`config.mk`:
```
export PLATFORM = sky130hd
export DESIGN_NAME = txepreamble
export DESIGN_NICKNAME = d
export VERILOG_FILES = /design/src/rtl/eth_pkg.sv /design/src/rtl/bytedelay.sv /design/src/rtl/txepreamble.sv
export SDC_FILE = /design/constraint.sdc
export NUM_CORES = 1
export LEC_CHECK = 0
export BUFFER_PORTS_ARGS = -buffer_cell sky130_fd_sc_hd__buf_4
export CAP_MARGIN = 20
export CORE_MARGIN = 8
export CORE_UTILIZATION = 50
export CTS_CLUSTER_DIAMETER = 150
export DETAILED_ROUTE_END_ITERATION = 8
export PLACE_DENSITY = 0.68
export SYNTH_ARGS = -nofsm -noshare
export SYNTH_HDL_FRONTEND = slang
export SYNTH_SLANG_ARGS = --single-unit
```
`constraint.sdc`:
```
create_clock -name i_clk -period 2.7 [get_ports i_clk]
set_input_delay 0.135 -clock i_clk [delete_from_list [all_inputs] [get_ports i_clk]]
set_output_delay 0.135 -clock i_clk [all_outputs]
set_load 0.02 [all_outputs]
```
`src/rtl/eth_pkg.sv`:
```
// Shared Ethernet TX constants and the preamble-inserter state encoding.
// Imported by txepreamble and its helpers.
// No logic, no latency.
package eth_pkg;

  localparam logic [7:0] ETH_PREAMBLE = 8'h55;
  localparam logic [7:0] ETH_SFD      = 8'hd5;
  localparam int         ETH_PRE_LEN  = 8;
  localparam int         ETH_IFG_DEF  = 12;

  typedef enum logic [2:0] {
    ST_IDLE = 3'd0,
    ST_PRE  = 3'd1,
    ST_DATA = 3'd2,
    ST_GAP  = 3'd3,
    ST_SKIP = 3'd4
  } state_t;

endpackage

```
`src/rtl/bytedelay.sv`:
```
// Fixed-depth {valid, byte} shift register advanced by a byte strobe.
// Latency: DEPTH ce-cycles from in_* to out_*; out_* is the last stage.
// No backpressure: shifts on every ce, holds when ce is low.
// Ports: clk, rst_n (async active-low), ce, in_v/in_d (stage 0 load),
//        out_v/out_d (tap of the final stage, combinational read).
module bytedelay #(
  parameter int DEPTH = 8
) (
  input  logic       clk,
  input  logic       rst_n,
  input  logic       ce,
  input  logic       in_v,
  input  logic [7:0] in_d,
  output logic       out_v,
  output logic [7:0] out_d
);

  logic [DEPTH-1:0] v_sr;
  logic [7:0]       d_sr [DEPTH];

  always_ff @(posedge clk or negedge rst_n) begin
    if (!rst_n) begin
      v_sr <= '0;
      for (int i = 0; i < DEPTH; i++) d_sr[i] <= 8'h00;
    end else if (ce) begin
      v_sr[0] <= in_v;
      d_sr[0] <= in_d;
      for (int i = 1; i < DEPTH; i++) begin
        v_sr[i] <= v_sr[i-1];
        d_sr[i] <= d_sr[i-1];
      end
    end
  end

  assign out_v = v_sr[DEPTH-1];
  assign out_d = d_sr[DEPTH-1];

endmodule

```
`src/rtl/txepreamble.sv`:
```
// TX preamble/SFD inserter with inter-frame-gap enforcement; early frames are dropped.
// Latency: 8 ce-cycles input to output; first preamble byte follows the frame-start edge.
// No backpressure: input is consumed every ce; frames arriving inside the gap are discarded.
// Ports: i_clk, i_reset_n (async active-low), i_ce (byte strobe), i_en (preamble enable,
//        sampled at frame start), i_v/i_d (input bytes), o_v/o_d (registered output bytes),
//        o_drop (combinational pulse on the ce-cycle a frame start is discarded).
module txepreamble
  import eth_pkg::*;
#(
  parameter int OPT_IFG = ETH_IFG_DEF
) (
  input  logic       i_clk,
  input  logic       i_reset_n,
  input  logic       i_ce,
  input  logic       i_en,
  input  logic       i_v,
  input  logic [7:0] i_d,
  output logic       o_v,
  output logic [7:0] o_d,
  output logic       o_drop
);

  localparam int CW = (OPT_IFG > ETH_PRE_LEN) ? $clog2(OPT_IFG) : $clog2(ETH_PRE_LEN);
  localparam logic [CW-1:0] PRE_LAST = CW'(ETH_PRE_LEN - 1);
  localparam logic [CW-1:0] GAP_LAST = CW'(OPT_IFG - 1);

  state_t        state, state_nxt;
  state_t        ret, ret_nxt;
  state_t        eff, adv_st, out_st;
  logic [CW-1:0] cnt, cnt_nxt, adv_cnt;
  logic          r_en, r_en_nxt;
  logic          prev_v;
  logic          acc, acc_nxt;
  logic          frame_start, start_ok, drop;
  logic          tap_v;
  logic [7:0]    tap_d;
  logic          out_v_nxt;
  logic [7:0]    out_d_nxt;

  // While skipping a discarded frame, the pending state keeps running underneath.
  assign eff         = (state == ST_SKIP) ? ret : state;
  assign frame_start = i_v & ~prev_v;
  // The last gap cycle already counts as idle, so a frame whose first byte lands
  // exactly at the minimum input gap is accepted.
  assign start_ok    = frame_start &
                       ((eff == ST_IDLE) || ((eff == ST_GAP) && (cnt == GAP_LAST)));
  assign drop        = frame_start & ~start_ok;
  assign o_drop      = i_ce & drop;
  assign acc_nxt     = i_v & (start_ok | acc);

  bytedelay #(
    .DEPTH (ETH_PRE_LEN)
  ) u_delay (
    .clk   (i_clk),
    .rst_n (i_reset_n),
    .ce    (i_ce),
    .in_v  (acc_nxt),
    .in_d  (acc_nxt ? i_d : 8'h00),
    .out_v (tap_v),
    .out_d (tap_d)
  );

  // State register; output bytes are registered alongside.
  always_ff @(posedge i_clk or negedge i_reset_n) begin
    if (!i_reset_n) begin
      state  <= ST_IDLE;
      ret    <= ST_IDLE;
      cnt    <= '0;
      r_en   <= 1'b0;
      prev_v <= 1'b1;   // a frame in flight at reset release is ignored
      acc    <= 1'b0;
      o_v    <= 1'b0;
      o_d    <= 8'h00;
    end else if (i_ce) begin
      state  <= state_nxt;
      ret    <= ret_nxt;
      cnt    <= cnt_nxt;
      r_en   <= r_en_nxt;
      prev_v <= i_v;
      acc    <= acc_nxt;
      o_v    <= out_v_nxt;
      o_d    <= out_d_nxt;
    end
  end

  // One-step advance of the non-skip state machine.
  always_comb begin
    adv_st  = eff;
    adv_cnt = cnt;
    case (eff)
      ST_IDLE: begin
        adv_st  = ST_IDLE;
        adv_cnt = '0;
      end
      ST_PRE: begin
        if (cnt == PRE_LAST) begin
          adv_st  = ST_DATA;
          adv_cnt = '0;
        end else begin
          adv_cnt = cnt + CW'(1);
        end
      end
      ST_DATA: begin
        if (!tap_v) begin
          adv_st  = ST_GAP;
          adv_cnt = '0;
        end
      end
      ST_GAP: begin
        if (cnt == GAP_LAST) begin
          adv_st  = ST_IDLE;
          adv_cnt = '0;
        end else begin
          adv_cnt = cnt + CW'(1);
        end
      end
      default: begin
        adv_st  = ST_IDLE;
        adv_cnt = '0;
      end
    endcase
  end

  // Next-state selection: accept, discard, continue skipping, or plain advance.
  always_comb begin
    state_nxt = state;
    ret_nxt   = ret;
    cnt_nxt   = cnt;
    r_en_nxt  = r_en;
    if (start_ok) begin
      state_nxt = ST_PRE;
      cnt_nxt   = '0;
      r_en_nxt  = i_en;
    end else if (drop) begin
      state_nxt = ST_SKIP;
      ret_nxt   = adv_st;
      cnt_nxt   = adv_cnt;
    end else if (state == ST_SKIP) begin
      cnt_nxt = adv_cnt;
      if (i_v) ret_nxt   = adv_st;
      else     state_nxt = adv_st;
    end else begin
      state_nxt = adv_st;
      cnt_nxt   = adv_cnt;
    end
  end

  // Output byte for the state being entered: preamble while in PRE, else delay tap.
  always_comb begin
    out_st    = (state_nxt == ST_SKIP) ? ret_nxt : state_nxt;
    out_v_nxt = tap_v;
    out_d_nxt = tap_v ? tap_d : 8'h00;
    if (out_st == ST_PRE) begin
      out_v_nxt = r_en_nxt;
      if (!r_en_nxt)               out_d_nxt = 8'h00;
      else if (cnt_nxt == PRE_LAST) out_d_nxt = ETH_SFD;
      else                          out_d_nxt = ETH_PREAMBLE;
    end
  end

endmodule
```
; ---- After elaboration in Yosys (flattened, before gate mapping)
; Index checks and enable logic that the tools add are counted.
; Widths: inputs -> output; s select.
[op_classes]
add_sub_neg = 1
eq_ne = 9
muxes = 26
bitwise_logic = 8
n_reduce_logical = 3
[ops]
columns = op, n
row1 = $mux 8, 5
row2 = $mux 3, 13
row3 = $mux 4, 4
row4 = $pmux 4 s3, 1
row5 = $pmux 3 s3, 1
row6 = $eq 4x3->1 const B, 2
row7 = $eq 3x1->1 const B, 2
row8 = $eq 3x2->1 const B, 2
row9 = $eq 3x3->1 const B, 2
row10 = $and 1x1->1, 5
row11 = $add 4x1->4 const B, 1
row12 = $eq 4x4->1 const B, 1
row13 = $logic_not 3->1, 1
row14 = $mux 1, 2
row15 = $not 1->1, 2
row16 = $logic_and 1x1->1, 1
row17 = $logic_or 1x1->1, 1
row18 = $or 1x1->1, 1
[totals]
ff_bits = 94
inputBits = 13
out_inout_bits = 10
elab_cells = 64

; ---- Logic depth before layout (Yosys ltp)
[depth]
depth_word = 14
ltp_mapped = 6
mapped_depth_nobuf = 6

; ---- Hierarchy
; Synthesis repeated with hierarchy kept, for this count alone.
[hier_totals]
cells_unflattened = 303
hier_area_um2 = 4371.7
[modules_own_cells]
columns = mod, instances, cells_per_inst, area_per_inst_um2, seq_area_each_um2
row1 = bytedelay, 1, 160, 3086.7, 1801.7
row2 = txepreamble, 1, 143, 1285.0, 551.8

; ---- Worst setup path before layout
; Ideal clock, no wire load.
[synth_timing]
kind = register -> register
from = register cnt[0]
to = register o_d[7]
setup_ns = 0.126
t_arrival_ns = 1.704
t_required_ns = 2.574
path_slack_ns = 0.870
path_stages_with_launch = 7
n_path_buf = 0
synth_period_minus_slack_ns = 1.830
path_cell_list = dfrtp_1 > ha_1 > nand3b_1 > nor3b_1 > a21oi_2 > and3_1 > a221o_1
[synth_via]
elab_chain_len = 12
word_cells_on_any_way = 32
cone_classes = 1 x add/sub / 5 x eq/ne / 21 x mux / 3 x bitwise / 2 x reduce/logical
[synth_rtl]
columns = element, line_no
row1 = from (decl), txepreamble.sv:30  ; logic [CW-1:0] cnt, cnt_nxt, adv_cnt;
row2 = from (signal assigned), txepreamble.sv:77  ; cnt <= cnt_nxt;
row3 = branches (longest 11 deep; another with $eq 4x4->1), -
row4 = $mux 8 *, txepreamble.sv:153  ; if (out_st == ST_PRE) begin
row5 = to (signal assigned), txepreamble.sv:82  ; o_d <= out_d_nxt;
row6 = to (decl), txepreamble.sv:19  ; output logic [7:0] o_d,
; Every way passes the cells marked *.
; A chain may end at the register's enable or synchronous reset.

; ---- Worst setup path in the final report
[layout_timing]
from = register state[2]
to = output o_drop
[layout_via]
elab_chain_len = 9
word_cells_on_any_way = 10
cone_classes = 2 x eq/ne / 1 x mux / 4 x bitwise / 3 x reduce/logical
[layout_rtl]
columns = element, line_no
row1 = from (decl), txepreamble.sv:27  ; state_t state, state_nxt;
row2 = from (signal assigned), txepreamble.sv:75  ; state <= state_nxt;
row3 = $eq 3x3->1, txepreamble.sv:41  ; assign eff = (state == ST_SKIP) ? ret : state;
row4 = $mux 3 *, txepreamble.sv:41
row5 = $eq 3x2->1, txepreamble.sv:46  ; ((eff == ST_IDLE) || ((eff == ST_GAP) && (cnt == GAP_LAST)));
row6 = $logic_and 1x1->1, txepreamble.sv:46
row7 = $logic_or 1x1->1 *, txepreamble.sv:46
row8 = $and 1x1->1 *, txepreamble.sv:45  ; assign start_ok = frame_start &
row9 = $not 1->1 *, txepreamble.sv:47  ; assign drop = frame_start & ~start_ok;
row10 = $and 1x1->1 *, txepreamble.sv:47
row11 = $and 1x1->1 *, txepreamble.sv:48  ; assign o_drop = i_ce & drop;
row12 = to (decl), txepreamble.sv:20  ; output logic o_drop
; Every way passes the cells marked *; elsewhere a longest branch is shown, timed or not.

==> results.json <==
{
  "status": "finished, final reports clean",
  "power.clock.fraction_pct": 24.0,
  "start_util_pct": 50.9,
  "synth_fa_ha_area_share_pct": 0.322,
  "clock_path_buffers": 2,
  "first_pass_iters": 6,
  "ys_types": 49,
  "synthToLayoutAreaGrowth_pct": 13.7,
  "cp.arrival_ns": 2.07,
  "vdd_drop_max_mv": 0.447,
  "hold_path.class": "in -> reg",
  "worst_path_max_delay_cell": "dfrtp_1",
  "synthMuxAreaShare_pct": 18.1,
  "cts_htree_levels": 3,
  "synth_cells": 294,
  "synth_flop_cell": "dfrtp_1",
  "cts-root-buf": "clkbuf_8",
  "p_switching_mw": 1.04,
  "synth_seq_cells": 93,
  "core_um2": 7650,
  "postLayoutCellArea_um2": 4420,
  "ant_nets": 0,
  "clk_latency_ns": 0.35,
  "antenna_cells": 0,
  "antenna_found_initial": 0,
  "crit_path_cell_trace": "and3b_1 > a32o_2 > a221o_1 > nor2_1 > buf_4",
  "top_usage_layer": "met2",
  "first_iter_violations": 87,
  "synth_area_leader_cell": "dfrtp_1",
  "grt_setup_unrepaired": "false",
  "cp_top_family": "compound AO/OA/AOI/OAI gates",
  "rows": 32,
  "synth_edf_count": 0,
  "slew_headroom_pct": 54.5,
  "viasPerCell": 5.47,
  "post-cts-setup-buffer-count": 0,
  "grt.overflow.total": 0,
  "yosysMostFrequentCell": "dfrtp_1",
  "synth-async-reset-ratio_pct": 100,
  "skew_ns": 0.00839,
  "synth_nets": 308,
  "ys_seq_area_share_pct": 59.8,
  "p_leak_nw": 2.15,
  "wl_per_cell_um": 15.0,
  "power.density_nw_per_um2": 780,
  "cts.sinks": 93,
  "io_buffers": 22,
  "met3_usage_pct": 3.53,
  "cap_violations": 0,
  "cts_tree": "yes",
  "gp_congestion": 0.852,
  "crit_path_start_kind": "flop",
  "synth_compound_area_share_pct": 11.8,
  "cts_resized": 0,
  "use_met1_pct": 16.3,
  "syn-cell-area_um2": 3890,
  "synth.area.top_cells": "dfrtp_1, mux2_2, a22o_1, o21ai_0, nand2_1",
  "hold_buffers": 8,
  "drive_above_1_share_pct": 33.2,
  "grtUsageTotal_pct": 12.8,
  "grt_max_degree": 65,
  "min_period_over_period_pct": 81.7,
  "die_h_um": 104,
  "setup_ws_ns": 0.495,
  "internal-power_mw": 2.41,
  "p_seq_share_pct": 53.4,
  "pwr-share-comb_pct": 22.6,
  "drv_slew": 0,
  "timing.final.crit_period_ns": 2.20,
  "hpwl_um": 4290,
  "crit_type": "reg -> out",
  "cpPeakStageDelay_ns": 0.49,
  "end_kind": "primary output",
  "final_nets": 337,
  "grt_pass1_vias": 2392,
  "yosys.area_share.xor_xnor_pct": 0,
  "cts_made_buffers": 9,
  "met2_usage_pct": 19.5,
  "placed_area_um2": 4160,
  "syn_area_per_cell_um2": 13.2,
  "fill_cells": 628,
  "path_max_fanout": 11,
  "synth.top_cell.area_share_pct": 59.2,
  "die-area_um2": 10900,
  "path_buf_inv": 1,
  "synth_common_cells": "dfrtp_1, mux2_2, nand2_1",
  "yosys.area_share.simple_pct": 6.78,
  "drcViolationCount": 0,
  "drt_wl_total_um": 6450,
  "worstMarginPinSlew_ns": 0.683,
  "num_io_pins": 23,
  "required_ns": 2.57,
  "ys_warn_count": 0,
  "setup_viol": 0,
  "grt_pass1_wl_um": 11300,
  "fp.dieW_um": 104,
  "fin_setup_tns_ns": 0,
  "synth_top_family_by_area": "multiplexers",
  "path_clk_slew_ns": 0.08,
  "hold_viol_final": 0,
  "pre_cts_ws_ns": 0.616,
  "switching_share_pct": 30.1,
  "fmax_mhz": 454,
  "vias": 2351
}
[area by class of cell]
class | count | area [µm²] | share of cell area, %
clock buffers | 13 | 159 | 3.59
repair buffers | 33 | 293 | 6.62
flip-flops and latches | 93 | 2330 | 52.6
inverters | 14 | 52.6 | 1.19
multi-input cells | 172 | 1440 | 32.6
well taps | 102 | 128 | 2.89
clock inverters | 3 | 20.0 | 0.453
[path summary, 6_finish.rpt]
check                                              from  slack, ns                           end  cells past startpoint
max                                state[2]$_DFFE_PN0P_       0.50                        o_drop                      5
min                                              i_d[7]       0.02  u_delay.d_sr[63]$_DFFE_PN0P_                      2
min in group asynchronous                     i_reset_n       0.37            ret[1]$_DFFE_PN0P_                      2
max in group asynchronous                     i_reset_n       1.62            prev_v$_DFFE_PN1P_                      3
max reg2reg                          cnt[0]$_DFFE_PN0P_       0.62  u_delay.d_sr[59]$_DFFE_PN0P_                      6
min reg2reg                u_delay.out_d[1]$_DFFE_PN0P_       0.48            o_d[1]$_DFFE_PN0P_                      1
[logic make-up after synthesis]
| kind of cell | count (synthesis) |
|---|---|
| flip-flops | 93 |
| adder cells (fa/ha/maj) | 1 |
| multiplexers | 63 |
| buffers and inverters | 29 |
| AND/OR/NAND/NOR | 49 |
| AO/OA/AOI/OAI | 59 |
[power by group through the flow]
stage	clock [mW]	sequential [mW]	combinational, mW
after floorplan	0	1.83	0.569
after detailed placement	0	1.87	0.771
after CTS	0.863	1.84	0.785
after global routing	0.923	1.88	0.863
final	0.827	1.84	0.780
after global placement	0	1.86	0.762
[through the flow]
stage               utilization, %  hold WS (ns)  std cells  power, mW
global route                  57.8        0.0156        430       3.67
CTS                           57.8       0.00392        430       3.49
floorplan                        -        -0.161        294       2.40
detailed placement            54.5         0.227        406       2.64
finish                        57.8        0.0189        430       3.45
global placement              54.5         0.223        406       2.62
[per-layer routing]
metal  part of all wire (%)  wire (µm)
met2                     46       2960
met3                    4.4        286
met1                     47       3040
met5                      0          0
met4                    2.6        167
[worst register-to-register path, delay by kind of cell (launching register included)]
kind / cells / cell delay [ns]
compound gates: 3 / 0.77
fa+ha+maj: 1 / 0.30
flops: 1 / 0.46
simple gates: 2 / 0.49
[sequential cells by signal, summed over array words and instances (netlist names)]
| signal | cells |
|---|---|
| state | 3 |
| cnt | 4 |
| prev_v | 1 |
| u_delay.v_sr | 8 |
| u_delay.d_sr | 56 |
| u_delay.out_d | 8 |
| o_v | 1 |
| r_en | 1 |
| ret | 3 |
| o_d | 8 |
[layout by cell type (no fill, tap or decap), drive strengths merged, types with 2 or more instances in the layout]
cell	instances
dfrtp	92
mux2	60
buf	25
nand2	17
inv	13
a22o	13
o21ai	13
clkbuf	13
nor2	10
dlygate4sd3	8
a21oi	8
o221ai	4
a21o	3
nand3	3
mux2i	3
o2bb2ai	3
nor3	3
a221o	2
nand3b	2
nor3b	2
and2	2
and3	2
a31oi	2
clkinvlp	2
clkinv	2
No activity file was read; power rests on OpenSTA's default activity.
